### config.mk
export PLATFORM = sky130hd
export DESIGN_NAME = square_wave_nco_gen
export DESIGN_NICKNAME = d
export VERILOG_FILES = /design/src/rtl/square_wave_nco_gen.sv
export SDC_FILE = /design/constraint.sdc
export NUM_CORES = 1
export LEC_CHECK = 0
export BUFFER_PORTS_ARGS = -buffer_cell sky130_fd_sc_hd__buf_2
export CAP_MARGIN = 40
export CORE_MARGIN = 3
export CORE_UTILIZATION = 44
export CTS_BUF_LIST = sky130_fd_sc_hd__clkbuf_4
export CTS_CLUSTER_DIAMETER = 80
export DETAILED_ROUTE_END_ITERATION = 12
export PLACE_DENSITY = 0.73
export RECOVER_POWER = 25
export SLEW_MARGIN = 10
export SYNTH_ARGS = -nofsm -noshare
export SYNTH_HDL_FRONTEND = slang
export SYNTH_SLANG_ARGS = --single-unit
### constraint.sdc
create_clock -name clk -period 3.6 [get_ports clk]
set_input_delay 0.54 -clock clk [delete_from_list [all_inputs] [get_ports clk]]
set_output_delay 0.54 -clock clk [all_outputs]
set_load 0.01 [all_outputs]
### src/rtl/square_wave_nco_gen.sv
// Square-wave NCO: phase accumulator drives a two-level output with programmable duty and levels.
// Latency: wave_data is one clk behind the accumulator value it reflects; period_start/cfg_applied align with it.
// Backpressure: cfg_ready drops while a config waits for the next period boundary; it is never stalled otherwise.
module square_wave_nco_gen #(
    parameter int DATA_W = 8,
    parameter int ACC_W  = 24
) (
    input  logic              clk,
    input  logic              rst_n,
    input  logic              en,
    input  logic              cfg_valid,
    output logic              cfg_ready,
    input  logic [ACC_W-1:0]  cfg_fword,
    input  logic [ACC_W-1:0]  cfg_duty,
    input  logic [DATA_W-1:0] cfg_hi,
    input  logic [DATA_W-1:0] cfg_lo,
    output logic [DATA_W-1:0] wave_data,
    output logic              period_start,
    output logic              cfg_applied
);

    localparam logic [DATA_W-1:0] MID      = {1'b1, {(DATA_W-1){1'b0}}};
    localparam logic [ACC_W-1:0]  DUTY_RST = {1'b1, {(ACC_W-1){1'b0}}};

    typedef enum logic [1:0] {
        IDLE     = 2'd0,
        RUN      = 2'd1,
        RUN_PEND = 2'd2
    } state_t;

    state_t              state;
    logic [ACC_W-1:0]    acc;
    logic                wrap_q;
    logic                applied_q;

    logic [ACC_W-1:0]    fword_a;
    logic [ACC_W-1:0]    duty_a;
    logic [DATA_W-1:0]   hi_a;
    logic [DATA_W-1:0]   lo_a;

    logic [ACC_W-1:0]    fword_p;
    logic [ACC_W-1:0]    duty_p;
    logic [DATA_W-1:0]   hi_p;
    logic [DATA_W-1:0]   lo_p;

    logic                pend;
    logic                hs;
    logic [ACC_W:0]      sum;
    logic                carry;

    assign pend      = (state == RUN_PEND);
    assign cfg_ready = !pend;
    assign hs        = cfg_valid && cfg_ready;
    assign sum       = {1'b0, acc} + {1'b0, fword_a};
    assign carry     = sum[ACC_W];

    // Accumulator, sample generation and config staging; new settings only switch in at a wrap or on leaving RUN.
    always_ff @(posedge clk or negedge rst_n) begin
        if (!rst_n) begin
            state        <= IDLE;
            acc          <= '0;
            wrap_q       <= 1'b0;
            applied_q    <= 1'b0;
            wave_data    <= MID;
            period_start <= 1'b0;
            cfg_applied  <= 1'b0;
            fword_a      <= '0;
            duty_a       <= DUTY_RST;
            hi_a         <= '1;
            lo_a         <= MID;
            fword_p      <= '0;
            duty_p       <= '0;
            hi_p         <= '0;
            lo_p         <= '0;
        end else begin
            // cfg_applied trails the activation edge so it lines up with the first sample using it
            cfg_applied <= applied_q;
            if (!en) begin
                state        <= IDLE;
                acc          <= '0;
                wrap_q       <= 1'b0;
                wave_data    <= MID;
                period_start <= 1'b0;
                if (pend) begin
                    fword_a   <= fword_p;
                    duty_a    <= duty_p;
                    hi_a      <= hi_p;
                    lo_a      <= lo_p;
                    applied_q <= 1'b1;
                end else if (hs) begin
                    fword_a   <= cfg_fword;
                    duty_a    <= cfg_duty;
                    hi_a      <= cfg_hi;
                    lo_a      <= cfg_lo;
                    applied_q <= 1'b1;
                end else begin
                    applied_q <= 1'b0;
                end
            end else begin
                wave_data    <= (acc < duty_a) ? hi_a : lo_a;
                acc          <= sum[ACC_W-1:0];
                wrap_q       <= carry;
                // First sample after leaving IDLE has acc=0, so it opens a period too
                period_start <= (state == IDLE) || wrap_q;
                applied_q    <= 1'b0;
                case (state)
                    RUN_PEND: begin
                        if (carry) begin
                            fword_a   <= fword_p;
                            duty_a    <= duty_p;
                            hi_a      <= hi_p;
                            lo_a      <= lo_p;
                            applied_q <= 1'b1;
                            state     <= RUN;
                        end
                    end
                    default: begin
                        // A handshake on a wrap edge is only staged; it waits a full period
                        if (hs) begin
                            fword_p <= cfg_fword;
                            duty_p  <= cfg_duty;
                            hi_p    <= cfg_hi;
                            lo_p    <= cfg_lo;
                            state   <= RUN_PEND;
                        end else begin
                            state   <= RUN;
                        end
                    end
                endcase
            end
        end
    end

endmodule

==> results.yml <==
synthesis:
  netlist_area_um2: 8740
  synth_top_area_share_pct: 44.4
  ys_seq_area_share_pct: 47.7
  synth_top_cell_by_area: "dfrtp_1"
  synthFlopType: "dfrtp_1"
  ys_async_sr_fraction_pct: 100
  synth-edff-count: 0
  synth-seq-cells: 166
  synthDistinctLibCells: 57
  synth_area_per_cell_um2: 12.5
  netlist_top_cells_count: "dfrtp_1, mux2_2, mux2i_1"
  syn_nets: 813
  yosysMostFrequentCell: "dfrtp_1"
  synth_area_leaders: "dfrtp_1, mux2_2, mux2i_1"
  yosysWarnings: 0
  syn_inst: 697
global_route:
  gr-total-overflow: 0
  grt_max_degree: 87
  grtUsageTotal_pct: 16.8
  grt_pass1_wl_um: 29300
  antenna_found_initial: 1
  grt_pass1_vias: 5864
clocking:
  hold_buffers: 1
  cts_max_level: 4
  cts.path.max_buffers: 2
  cts_setup_buffers: 0
  numCtsBuffers: 17
  cts_root_buffer: "clkbuf_4"
  cts_tree: "yes"
  clock_latency_ns: 0.58
  path_clk_slew_ns: 0.15
  clock-sinks: 166
  cts.repair.resized: 0
critical_path:
  cp.required_ns: 4.07
  critPathTopFamily: "compound AO/OA/AOI/OAI gates"
  end_kind: "flip-flop"
  r2r_cells: 9
  r2r_end: "fword_a[17]"
  slowest_stage: "fa_1"
  crit_fanout: 48
  critPathBufInv: 1
  r2r_slack_ns: 0.76
  critPathKind: "flip-flop to flip-flop"
  slowest_delay_ns: 0.43
  cp-start-kind: "flip-flop"
  crit_chain: "ha_1 > fa_1 > a211o_1 > a211oi_2 > nor2_1 > a21oi_4 > o21ai_4 > buf_12 > mux2_4"
  rr_startpoint: "fword_a[0]"
  critical_path_depth: 9
  arrival_ns: 3.31
placement:
  port_buffers: 78
  dp_hpwl_um: 12100
  gp_congestion: 0.885
  placed_area_um2: 9400
worst_hold_path:
  min_path_cells: 2
  hold_class: "input pin to flip-flop"
  min_from: "cfg_hi[2]"
  whs_endpoint: "hi_p[2]"
timing:
  hold_violations: 0
  fin_worst_skew_ns: 0.0211
  period_share_pct: 78.9
  rsz0062_at_grt: "false"
  worstMarginPinSlew_ns: 2.11
  drv_slew: 87
  max_slew_margin_pct: -40.4
  fin_tns_setup_ns: 0
  setup_viol: 0
  fmax_ghz: 0.352
  finalCriticalPeriod_ns: 2.84
route:
  via_per_inst: 5.26
  vias: 5519
  remaining_drc_errors: 0
  wl_per_cell_um: 16.1
  dr.pass1.iters: 4
  routed_wl_um: 16900
  first_iter_violations: 280
  final_antenna_net_count: 0
floorplan:
  dieArea_um2: 21600
  die-width_um: 147
  io_pins: 79
  num_rows: 50
  core_um2: 19100
  start_util_pct: 45.8
  die_y_um: 147
power:
  finalPower_uw: 7990
  cellPowerDensity_nw_per_um2: 818
  ir_drop_mv: 0.288
  p_leak_uw: 0.00468
finish:
  drive_above_1_share_pct: 36.1
  fin_area_um2: 9780
  area_growth_pct: 11.9
  final_core_util_pct: 51.2
  final_nets: 892
  num-fill-cells: 1657
run:
  drv_cap: 1
run_status:
  violations: "capacitance limit, slew limit"
  status: "finished with violations"
## metrics by stage
| step | hold WS, ns | setup WS, ns | std cells |
|---|---|---|---|
| after floorplan | 0.244 | 0.998 | 697 |
| final | 0.190 | 0.760 | 1050 |
| after CTS | 0.112 | 0.773 | 1049 |
| after global routing | 0.127 | 0.604 | 1050 |
| after global placement | 0.334 | 0.844 | 1016 |
| after detailed placement | 0.354 | 0.815 | 1016 |
## worst max path at each step
stage	startpoint	to	slack, ns
after floorplan	acc[0]	duty_a[0]	1.0
after global placement	acc[15]	wave_data[7]	0.84
after detailed placement	acc[0]	fword_a[17]	0.81
after CTS	acc[15]	wave_data[7]	0.77
after global routing	acc[15]	wave_data[7]	0.60
final	fword_a[0]	fword_a[17]	0.76
## metal layers
| layer | track usage (%) | share of wire (%) |
|---|---|---|
| met4 | 5.50 | 1.9 |
| met3 | 4.97 | 4.9 |
| met5 | 0 | 0 |
| met2 | 26.2 | 47 |
| met1 | 22.5 | 47 |
## worst reg2reg max path: stages (launching register included)
cell	delay [ns]
dfrtp_1	0.41
ha_1	0.23
fa_1	0.43
a211o_1	0.30
a211oi_2	0.30
nor2_1	0.11
a21oi_4	0.24
o21ai_4	0.10
buf_12	0.24
mux2_4	0.37
## flip-flops by register name (all words and copies together), names as in the netlist
name          cells
acc              24
duty_a           24
duty_p           24
fword_a          24
fword_p          24
hi_a              8
hi_p              8
lo_a              8
lo_p              8
wave_data         8
state             2
applied_q         1
cfg_applied       1
period_start      1
wrap_q            1
## power breakdown
group / internal (uW) / leakage (uW) / switching [uW]
logic: 1780 / 0.00252 / 1880
clock network: 640 / 0.000187 / 710
registers: 2610 / 0.00198 / 372
total: 5030 / 0.00468 / 2960
## cell usage in the layout, fill, tap and decap left out, types with 3 or more instances in the layout
cell | Yosys | final
dfrtp_1 | 155 | 155
mux2_2 | 120 | 120
buf_2 | 13 | 77
mux2i_1 | 61 | 61
ha_1 | 47 | 47
nor2_1 | 33 | 33
nand2_1 | 30 | 30
inv_1 | 29 | 29
mux2_4 | 26 | 26
a21o_1 | 23 | 23
a21oi_1 | 17 | 17
clkbuf_4 | 0 | 17
o21ai_0 | 14 | 14
dfstp_2 | 11 | 11
xor2_1 | 10 | 10
buf_4 | 2 | 8
nand2b_1 | 7 | 7
nand3_1 | 6 | 6
inv_6 | 0 | 6
nand4_1 | 5 | 5
o21a_1 | 5 | 5
and3_1 | 6 | 5
a31oi_1 | 5 | 5
bufinv_16 | 0 | 5
a211oi_1 | 4 | 4
a221oi_1 | 4 | 4
o211ai_1 | 4 | 4
xnor2_1 | 4 | 4
nor4_1 | 3 | 3
o21bai_1 | 3 | 3
and2_1 | 4 | 3
## area by class of cell
| type | count | area (um^2) | area share [%] |
|---|---|---|---|
| inverters | 29 | 109 | 1.11 |
| well taps | 260 | 325 | 3.33 |
| clock buffers | 17 | 128 | 1.31 |
| clock inverters | 15 | 238 | 2.43 |
| flip-flops and latches | 166 | 4170 | 42.6 |
| multi-input cells | 473 | 4310 | 44.0 |
| repair buffers | 89 | 500 | 5.12 |
| diodes | 1 | 2.50 | 0.0256 |
## cell families after synthesis
kind of cell | synth area share (%)
compound gates | 8.09
xor+xnor | 1.40
fa+ha+maj | 6.96
buf+inv | 3.19
flops | 47.7
mux | 26.9
simple gates | 5.74
Note: power is estimated with default switching activity, not from simulation.
